===== src/rtl/operand_sequencer.sv =====
// Two-operand entry sequencer: debounced ENTER/CLEAR keys latch SW into a_val/b_val
// and present a registered sum for a seven-segment display driver.
module operand_sequencer_debounce #(
  parameter int DEBOUNCE_CYCLES = 500000
) (
  input  logic i_clk,
  input  logic i_rst,
  input  logic i_key_n,
  output logic o_press
);
  localparam int CW = $clog2(DEBOUNCE_CYCLES + 1);
  localparam logic [CW-1:0] TC = CW'(DEBOUNCE_CYCLES - 1);

  logic [1:0]    r_sync;
  logic          r_stable;
  logic          r_stable_q;
  logic [CW-1:0] r_cnt;
  logic          r_press;

  always_ff @(posedge i_clk or posedge i_rst) begin
    if (i_rst) begin
      r_sync     <= 2'b11;
      r_stable   <= 1'b1;
      r_stable_q <= 1'b1;
      r_cnt      <= '0;
      r_press    <= 1'b0;
    end else begin
      r_sync     <= {r_sync[0], i_key_n};
      r_stable_q <= r_stable;
      // Falling edge of the stable level only; releases are ignored.
      r_press    <= r_stable_q & ~r_stable;
      if (r_sync[1] == r_stable) begin
        r_cnt <= '0;
      end else if (r_cnt == TC) begin
        r_stable <= r_sync[1];
        r_cnt    <= '0;
      end else begin
        r_cnt <= r_cnt + CW'(1);
      end
    end
  end

  assign o_press = r_press;
endmodule

module operand_sequencer #(
  parameter int DEBOUNCE_CYCLES = 500000
) (
  input  logic       CLOCK_50,
  input  logic       RESET,
  input  logic [4:0] SW,
  input  logic       KEY_ENTER,
  input  logic       KEY_CLEAR,
  output logic [4:0] a_val,
  output logic [4:0] b_val,
  output logic [5:0] sum,
  output logic       sum_valid,
  output logic [1:0] phase
);
  typedef enum logic [1:0] {
    GET_A = 2'b00,
    GET_B = 2'b01,
    SHOW  = 2'b10
  } phase_t;

  logic   w_enter_evt;
  logic   w_clear_evt;
  phase_t r_phase;
  logic [4:0] r_a_val;
  logic [4:0] r_b_val;
  logic [5:0] r_sum;
  logic       r_sum_valid;

  operand_sequencer_debounce #(.DEBOUNCE_CYCLES(DEBOUNCE_CYCLES)) u_enter (
    .i_clk   (CLOCK_50),
    .i_rst   (RESET),
    .i_key_n (KEY_ENTER),
    .o_press (w_enter_evt)
  );

  operand_sequencer_debounce #(.DEBOUNCE_CYCLES(DEBOUNCE_CYCLES)) u_clear (
    .i_clk   (CLOCK_50),
    .i_rst   (RESET),
    .i_key_n (KEY_CLEAR),
    .o_press (w_clear_evt)
  );

  always_ff @(posedge CLOCK_50 or posedge RESET) begin
    if (RESET) begin
      r_phase     <= GET_A;
      r_a_val     <= '0;
      r_b_val     <= '0;
      r_sum       <= '0;
      r_sum_valid <= 1'b0;
    end else if (w_clear_evt) begin
      // Clear wins over a simultaneous enter.
      r_phase     <= GET_A;
      r_a_val     <= '0;
      r_b_val     <= '0;
      r_sum       <= '0;
      r_sum_valid <= 1'b0;
    end else begin
      case (r_phase)
        GET_A, SHOW: begin
          if (w_enter_evt) begin
            r_phase     <= GET_B;
            r_a_val     <= SW;
            r_b_val     <= '0;
            r_sum       <= '0;
            r_sum_valid <= 1'b0;
          end
        end
        GET_B: begin
          if (w_enter_evt) begin
            r_phase     <= SHOW;
            r_b_val     <= SW;
            r_sum       <= {1'b0, r_a_val} + {1'b0, SW};
            r_sum_valid <= 1'b1;
          end
        end
        default: begin
          r_phase     <= GET_A;
          r_a_val     <= '0;
          r_b_val     <= '0;
          r_sum       <= '0;
          r_sum_valid <= 1'b0;
        end
      endcase
    end
  end

  assign a_val     = r_a_val;
  assign b_val     = r_b_val;
  assign sum       = r_sum;
  assign sum_valid = r_sum_valid;
  assign phase     = r_phase;
endmodule


===== config.mk =====
export PLATFORM = sky130hd
export DESIGN_NAME = operand_sequencer
export DESIGN_NICKNAME = d
export VERILOG_FILES = /design/src/rtl/operand_sequencer.sv
export SDC_FILE = /design/constraint.sdc
export NUM_CORES = 1
export LEC_CHECK = 0
export ABC_AREA = 1
export ABC_CLOCK_PERIOD_IN_PS = 2600
export BUFFER_PORTS_ARGS = -buffer_cell sky130_fd_sc_hd__clkbuf_2
export CORE_ASPECT_RATIO = 0.6
export CORE_MARGIN = 4
export CORE_UTILIZATION = 40
export CTS_CLUSTER_SIZE = 20
export DETAILED_ROUTE_END_ITERATION = 10
export PLACE_DENSITY = 0.58
export SYNTH_ARGS = -nofsm -noshare
export SYNTH_HDL_FRONTEND = slang
export SYNTH_SLANG_ARGS = --single-unit

===== constraint.sdc =====
create_clock -name CLOCK_50 -period 2.6 [get_ports CLOCK_50]
set_clock_uncertainty 0.05 [all_clocks]
set_input_delay 0.52 -clock CLOCK_50 [delete_from_list [all_inputs] [get_ports CLOCK_50]]
set_output_delay 0.52 -clock CLOCK_50 [all_outputs]
set_load 0.01 [all_outputs]

* Word level (Yosys, flattened, before mapping)
Cells that the tools add are included.
** Word-level totals
- Bits in registers :: 67
- Input bits :: 9
- Output and inout bits :: 19
- Logic and storage cells :: 61
** Cells by class
- Multiplexer cells :: 22
- Bitwise operators :: 6
- Add/sub/neg operators :: 3
- Reduce and logical (&&, ||, !) cells :: 6
- Equal/unequal tests :: 9
** Operators with widths (number)
- two-way mux 19 bit :: 4
- adder 19 x 1 -> 19 bit, second input constant :: 2
- equality test 19 bit, second input constant :: 2
- two-way mux 5 bit :: 4
- case mux 5 bit (2 select lines) :: 2
- two-way mux 6 bit :: 3
- case mux 6 bit (2 select lines) :: 1
- AND reduction 2 bit :: 4
- adder 5 x 5 -> 6 bit :: 1
- two-way mux 2 bit :: 3
- inequality test 3 x 1 -> 1 bit, second input constant :: 2
- NOT 1 bit :: 4
- case mux 2 bit (2 select lines) :: 1
- two-way mux 1 bit :: 3
- bitwise AND 1 bit :: 2
- equality test 1 bit :: 2
- equality test 2 x 1 -> 1 bit, second input constant :: 1
- equality test 2 bit, second input constant :: 1
- logical NOT 2 bit :: 1
- inequality test 2 x 1 -> 1 bit, second input constant :: 1
- case mux 1 bit (2 select lines) :: 1
- OR reduction 2 bit :: 1

* Logic depth before layout (Yosys ltp)
Gate-level depths: netlist (run 1).
- Depth in word-level cells :: 4
- Gate-level depth with buffers :: 8
- Gate-level depth less buffers :: 8

* By module
From an unflattened synthesis (run 1), not the netlist that was laid out.
** Unflattened totals
- Cells, all modules :: 421
- Area total of the unflattened synthesis :: 3505.9 µm²
** Modules (own cells, without submodules)
- operand_sequencer_debounce :: cells an instance 155, times used 2, seq. area each 605.6 µm², area an instance 1290.0 µm²
- operand_sequencer :: cells an instance 111, times used 1, seq. area each 450.4 µm², area an instance 925.9 µm²

* Worst setup path after synthesis (run 1)
OpenSTA, ideal clock, no wires.
- Kind :: input to register
- Start :: input port SW[0]
- End :: register r_sum[4], in the netlist sum[4]
- Arrival time :: 1440 ps
- Required time :: 2423 ps
- Library setup time :: 127 ps
- Path slack :: 983 ps
- Stages on the path :: 8
- Path buffers :: 0
- Cells stage by stage :: ha_1 -> fa_1 -> nand2_1 -> nand2_1 -> nand2_1 -> nand3_1 -> nand2_1 -> o22ai_1
** On the way
- Word-level cells in the longest chain between the ends :: 4
** RTL lines
- start: declaration :: RTL line 51 : input logic [4:0] SW,
- adder 5 x 5 -> 6 bit :: RTL line 117 : r_sum <= {1'b0, r_a_val} + {1'b0, SW};
- two-way mux 6 bit :: RTL line 114 : if (w_enter_evt) begin
- case mux 6 bit (2 select lines) :: RTL line 103 : case (r_phase)
- two-way mux 6 bit :: RTL line 95 : end else if (w_clear_evt) begin
- end signal: assignment :: RTL line 117
- end: declaration :: RTL line 71 : logic [5:0] r_sum;
Every way passes these cells. The select of a mux whose other input is x is not followed.
A chain may end at the register's enable or synchronous reset.

* Final worst setup path (run 1)
- Start :: register r_a_val[0], in the netlist a_val[0]
- End :: register r_sum[4], in the netlist sum[4]
** On the way
- Word-level cells in the longest chain between the ends :: 4
** RTL lines
- start: declaration :: RTL line 69 : logic [4:0] r_a_val;
- start signal: assignment :: RTL line 91 : r_a_val <= '0;
- start signal: assignment :: RTL line 98 : r_a_val <= '0;
- start signal: assignment :: RTL line 107 : r_a_val <= SW;
- adder 5 x 5 -> 6 bit :: RTL line 117
- two-way mux 6 bit :: RTL line 114
- case mux 6 bit (2 select lines) :: RTL line 103
- two-way mux 6 bit :: RTL line 95
Every way passes these cells. The select of a mux whose other input is x is not followed.

==> results.py, run 1 <==
metrics = {
    "synth": {
        "ys.warnings.count": 0,
        "synthCells": 421,
        "yosysTopAreaCellShare": 0.427,
        "yosysUniqueCellTypes": 29,
        "ys_seq_area_frac": 0.489,
        "synth_top_area_cell": "dfrtp_1",
        "synthTopCellsByArea": "dfrtp_1 43%, nor2_1 9.8%, nand2_1 8.1%",
        "synth_fp_nets": 438,
        "netlist_area_um2": 3400,
        "ys_ff_latch": 66,
        "syn_avg_cell_area_um2": 8.07,
    },
    "sta": {
        "hold_violations": 0,
        "tightest_slew_ns": 0.496,
        "rsz0062_at_grt": "no",
        "max_freq_mhz": 634,
        "setup_viol": 0,
        "setup-tns-final_ns": 0,
        "slew_viol_final": 0,
        "maxSlewHeadroom": 0.666,
        "setup_slack_ns": 1.02,
        "period_share": 0.607,
        "period_minus_slack_ns": 1.58,
    },
    "worst_setup_path": {
        "crit_top_cell": "nand2_1",
        "cp_slowest_cell": "dfrtp_1",
        "path_class": "reg2reg",
        "worst-path-stages": 8,
        "worstSetupStartpointType": "register",
        "critPathArrivalTime_ns": 1.73,
        "crit_fanout": 3,
        "crit_path_end_kind": "register",
        "worstPathRequired_ns": 2.76,
        "critPathBufInv": 0,
        "worstRegToRegCells": 8,
        "critPathMaxStageDelay_ns": 0.39,
        "path_cells": "ha_1 > fa_1 > nand2_1 > nand2_1 > nand2_1 > nand3_1 > nand2_1 > o22ai_1",
        "crit_family": "adder cells",
    },
    "clocking": {
        "path_clk_slew_ns": 0.06,
        "cts_resized": 0,
        "cts_tree": "done",
        "cts.htree.levels": 3,
        "clock_path_buffers": 2,
        "clk_latency_ns": 0.33,
        "cts_hold_buf": 0,
        "clockRootBuffer": "clkbuf_16",
        "post_cts_buffers": 0,
        "numCtsBuffers": 9,
        "cts_sinks": 66,
    },
    "power": {
        "switching_share": 0.217,
        "peakVddDrop_uv": 347,
        "p_comb_frac": 0.035,
        "p_leak_nw": 1.80,
        "power.internal_mw": 1.83,
        "seqPwrFrac": 0.448,
        "power_switching_mw": 0.507,
        "powerDensity_nw_per_um2": 586,
        "clkPwrFrac": 0.516,
    },
    "place": {
        "portBuffers": 27,
        "dp.cells": 557,
        "post_dp_cell_area_um2": 3690,
        "dp_hpwl_mm": 5.45,
        "gp_congestion": 0.850,
        "place_worst_setup_slack_ns": 0.777,
    },
    "floorplan": {
        "io_pins": 28,
        "core-area_um2": 8070,
        "die_y_um": 79.4,
        "die_area_um2": 10100,
        "start_util": 0.421,
        "die_x_um": 127,
        "core.rowCount": 25,
    },
    "detailed_routing": {
        "wl_per_cell_um": 12.6,
        "ant_nets": 0,
        "num_vias": 2738,
        "top_layer_used": "met4",
        "met2_wirelength_mm": 2.80,
        "viasPerCell": 4.78,
        "wl_met3_um": 439,
        "dr.pass1.iters": 4,
        "drt-met1-wl_mm": 3.92,
        "drtIter0Drc": 195,
        "wl_mm": 7.21,
        "drc_errors": 0,
    },
    "grt": {
        "grt_usage": 0.161,
        "overflow": 0,
        "grt_pass1_wl_mm": 12.8,
        "grt_max_degree": 32,
        "grt_antenna_before_repair": 0,
        "grt_pass1_vias": 2630,
    },
    "cells_and_area": {
        "antenna_cells": 0,
        "fillerInstances": 775,
        "area_delta_synth_final_pct": 17.6,
        "final_util": 0.495,
        "fin_cells": 573,
        "finalInstanceArea_um2": 3990,
        "final_layout_size_suffix_gt1_frac": 0.170,
        "nNetsFinal": 477,
    },
    "run_status": {
        "status": "finished, final reports clean",
    },
    "job": {
        "drv_cap": 0,
    },
    "worst_hold_path": {
        "hold_path.class": "in2async",
    },
}
worst paths after layout:
path | start | endpoint | slack (ns)
worst min register to register | u_enter.r_sync[0]$_DFF_PP1_ | u_enter.r_sync[1]$_DFF_PP1_ | 0.31
max in group asynchronous | RESET | u_clear.r_sync[0]$_DFF_PP1_ | 1.67
worst max register to register | a_val[0]$_DFFE_PP0P_ | sum[4]$_DFFE_PP0P_ | 1.02
worst min-delay path | RESET | u_enter.r_cnt[4]$_DFF_PP0_ | 0.15
worst max-delay path | a_val[0]$_DFFE_PP0P_ | sum[4]$_DFFE_PP0P_ | 1.02
min in group CLOCK_50 | KEY_ENTER | u_enter.r_sync[0]$_DFF_PP1_ | 0.22
sequential cells by signal, indices dropped and copies added (netlist names):
register	count
u_enter.o_press	1
u_clear.r_stable	1
u_clear.r_stable_q	1
u_clear.r_sync	2
u_enter.r_cnt	19
u_clear.o_press	1
u_enter.r_stable_q	1
phase	2
sum	6
b_val	5
u_enter.r_sync	2
u_enter.r_stable	1
a_val	5
u_clear.r_cnt	19
per-stage QoR:
step,hold slack (ns),total power [mW]
after floorplan,0.295,1.12
after global placement,0.298,1.15
after detailed placement,0.299,1.15
after CTS,0.170,2.37
after global routing,0.183,2.44
final,0.152,2.34
synthesized netlist by cell type:
master     n
a21oi_1   10
xor2_1    13
buf_2      1
nor3b_1    2
xnor2_1    5
nand3_1   26
o21bai_1   1
and2_1     2
nand2_2    7
nor3_1     3
o22ai_1    7
inv_1     63
dfstp_2    8
inv_2      2
o21a_1     1
or2_0      1
and2_2     1
nor2_4     4
nand3_2    2
fa_1       1
nand2_1   73
o21ai_0   21
buf_4      1
ha_1       7
nor2_1    89
nand4_1    4
xor2_2     2
nor2_2     6
dfrtp_1   58
final cells by class:
cell class / count / area (µm²) / area share
clock inverters: 6 / 66.3 / 0.0166
inverters: 65 / 244 / 0.0611
multi-input cells: 288 / 1480 / 0.370
well taps: 108 / 135 / 0.0338
clock buffers: 10 / 239 / 0.0598
repair buffers: 30 / 170 / 0.0426
flip-flops and latches: 66 / 1660 / 0.416
worst reg2reg max path, stage by stage, from the launching register on:
cell	delay (ns)
dfrtp_1	0.39
ha_1	0.21
fa_1	0.38
nand2_1	0.10
nand2_1	0.05
nand2_1	0.08
nand3_1	0.07
nand2_1	0.06
o22ai_1	0.06
routing by layer:
layer  vias to the layer above  track usage
li1                       1386            -
met1                      1285        0.242
met2                        61        0.217
met3                         6       0.0535
met4                         0       0.0450
met5                         -            0
cell families after synthesis:
| group | synth area share |
|---|---|
| AO/OA/AOI/OAI | 0.0630 |
| adder cells (fa/ha/maj) | 0.0317 |
| flip-flops | 0.489 |
| AND/OR/NAND/NOR | 0.284 |
| XOR/XNOR | 0.0560 |
| buffers and inverters | 0.0755 |
power groups by stage:
stage,Sequential (mW),Combinational [mW],Clock (mW)
after global placement,1.07,0.0845,0
after floorplan,1.06,0.0539,0
after CTS,1.05,0.0859,1.24
after global routing,1.05,0.0981,1.30
after detailed placement,1.07,0.0856,0
final,1.05,0.0830,1.21
placed cells by master, fill, tap and decap left out, types with 8 or more instances in the layout:
cell type  synthesis  final
nor2_1            89     89
nand2_1           73     73
inv_1             63     62
dfrtp_1           58     58
clkbuf_2           0     27
nand3_1           26     26
o21ai_0           21     21
xor2_1            13     13
a21oi_1           10     10
clkbuf_16          0      9
dfstp_2            8      8
(Power assumes the default switching activity.)
==> inputs of run 2 (changes only) <==
--- a/config.mk
+++ b/config.mk
@@ -6,7 +6,7 @@
 export NUM_CORES = 1
 export LEC_CHECK = 0
 export ABC_AREA = 1
-export ABC_CLOCK_PERIOD_IN_PS = 2600
+export ABC_CLOCK_PERIOD_IN_PS = 1600
 export BUFFER_PORTS_ARGS = -buffer_cell sky130_fd_sc_hd__clkbuf_2
 export CORE_ASPECT_RATIO = 0.6
 export CORE_MARGIN = 4
==> constraint.sdc (replaced) <==
create_clock -name CLOCK_50 -period 1.6 [get_ports CLOCK_50]
set_clock_uncertainty 0.05 [all_clocks]
set_input_delay 0.32 -clock CLOCK_50 [delete_from_list [all_inputs] [get_ports CLOCK_50]]
set_output_delay 0.32 -clock CLOCK_50 [all_outputs]
set_load 0.01 [all_outputs]
==> results.py, run 2 (synthesis gave the netlist of run 1 again) <==
metrics = {
    "run_status": {
        "status": "finished, final reports clean",
    },
    "place": {
        "dp.cells": 562,
        "portBuffers": 27,
        "gp_congestion": 0.872,
        "dp_hpwl_mm": 5.31,
    },
    "clocking": {
        "clockRootBuffer": "clkbuf_16",
        "path_clk_slew_ns": 0.06,
        "clock_path_buffers": 2,
        "cts_sinks": 66,
        "numCtsBuffers": 9,
        "clk_latency_ns": 0.33,
        "cts.htree.levels": 3,
        "cts_tree": "done",
    },
    "cells_and_area": {
        "fillerInstances": 774,
        "antenna_cells": 0,
        "final_cell_mix": "86 x nor2_1, 69 x nand2_1, 62 x inv_1",
        "nNetsFinal": 484,
        "final_layout_size_suffix_gt1_frac": 0.197,
        "fin_cells": 580,
        "final_common_cell": "nor2_1",
        "area_delta_synth_final_pct": 19.2,
    },
    "worst_hold_path": {
        "hold_path.class": "in2reg",
        "worstHoldEndpoint": "u_clear.r_sync[0]$_DFF_PP1_",
        "min_path_cells": 1,
        "min_from": "KEY_CLEAR",
    },
    "power": {
        "p_leak_nw": 1.82,
        "powerDensity_nw_per_um2": 896,
        "peakVddDrop_uv": 571,
    },
    "detailed_routing": {
        "dr.pass1.iters": 4,
        "ant_nets": 0,
        "num_vias": 2714,
        "drc_errors": 0,
        "viasPerCell": 4.68,
        "drtIter0Drc": 226,
        "wl_mm": 7.22,
        "wl_per_cell_um": 12.4,
    },
    "sta": {
        "maxSlewHeadroom": 0.775,
        "period_minus_slack_ns": 1.50,
        "setup-tns-final_ns": 0,
        "slew_viol_final": 0,
        "rsz0062_at_grt": "no",
        "max_freq_mhz": 669,
        "setup_viol": 0,
        "holdWs_ns": 0.0199,
        "tightest_slew_ns": 0.337,
        "period_share": 0.935,
        "hold_violations": 0,
    },
    "grt": {
        "grt_max_degree": 58,
        "grt_pass1_vias": 2545,
        "overflow": 0,
        "grt_antenna_before_repair": 0,
        "grt_usage": 0.159,
        "grt_pass1_wl_mm": 12.5,
    },
    "worst_setup_path": {
        "r2r-start": "a_val[0]$_DFFE_PP0P_",
        "worstPathRequired_ns": 1.76,
        "worstSetupStartpointType": "register",
        "path_class": "reg2reg",
        "worst-r2r-setup-slack_ns": 0.10,
        "critPathArrivalTime_ns": 1.65,
        "worstRegToRegCells": 8,
        "crit_path_end_kind": "register",
        "r2r-end": "sum[4]$_DFFE_PP0P_",
        "crit_fanout": 3,
    },
    "floorplan": {
        "die_area_um2": 10100,
        "die_y_um": 79.4,
        "core.rowCount": 25,
        "io_pins": 28,
        "start_util": 0.421,
        "die_x_um": 127,
        "core-area_um2": 8070,
    },
    "job": {
        "drv_cap": 0,
    },
}
[run 2: cell count changes in the layout (fill, tap and decap cells not counted), moves of 2 or more]
cell and change:
buf_4 +6, nand2_1 -4, nand2_2 +4, nor2_1 -3, nor2_2 +2
[run 2: critical path, cell delays in order, from the launching register on]
cell,delay [ns]
dfrtp_1,0.40
ha_2,0.19
fa_2,0.34
nand2_1,0.09
nand2_1,0.06
nand2_1,0.07
nand3_1,0.06
nand2_1,0.06
o22ai_1,0.06
[run 2: routing by layer]
layer / share of wire / vias up / global-route usage / wire (µm)
met5: 0 / - / 0 / 0
met4: 0.0037 / 0 / 0.0482 / 27
met3: 0.058 / 2 / 0.0595 / 421
met2: 0.39 / 65 / 0.206 / 2780
met1: 0.55 / 1244 / 0.242 / 3980
li1: - / 1403 / - / -
[run 2: repair_timing]
item                                    CTS  global route
setup buffers                             0             1
endpoints found under the setup margin    0            19
endpoints found under the hold margin     9             0
hold buffers                              1             0
resized for setup                         0            11
[run 2: through the flow]
stage | worst slack [ns] | power (mW) | util | area [µm²]
final | 0.104 | 3.63 | 0.501 | 4050
after global routing | 0.00263 | 3.81 | 0.501 | 4050
after CTS | 0.0306 | 3.69 | 0.497 | 4010
after detailed placement | -0.000973 | 1.87 | 0.462 | 3730
after global placement | 0.0132 | 1.87 | 0.462 | 3730
after floorplan | 0.0843 | 1.82 | - | 3400
[run 2: worst max-delay path by stage]
stage,start,slack [ns],cells after the start,endpoint
global route,u_clear.r_cnt[0]$_DFF_PP0_,0.003,7,u_clear.r_cnt[18]$_DFF_PP0_
global placement,SW[0],0.01,9,sum[4]$_DFFE_PP0P_
floorplan,a_val[0]$_DFFE_PP0P_,0.08,8,sum[4]$_DFFE_PP0P_
detailed placement,SW[0],-0.001,9,sum[4]$_DFFE_PP0P_
finish,a_val[0]$_DFFE_PP0P_,0.10,8,sum[4]$_DFFE_PP0P_
CTS,a_val[0]$_DFFE_PP0P_,0.03,8,sum[4]$_DFFE_PP0P_
[run 2: where the power goes]
part | switching, mW | internal [mW]
Combinational | 0.0926 | 0.0453
Sequential | 0.0120 | 1.69
Clock | 0.735 | 1.05
[run 2: area by class of cell]
cell class                      instances  area, µm²  share of cell area
Clock buffer                           10        229              0.0566
Timing Repair Buffer                   37        225              0.0557
Multi-Input combinational cell        288       1510               0.372
Clock inverter                          6       42.5              0.0105
Sequential cell                        66       1660               0.411
Tap cell                              108        135              0.0334
Inverter                               65        248              0.0612
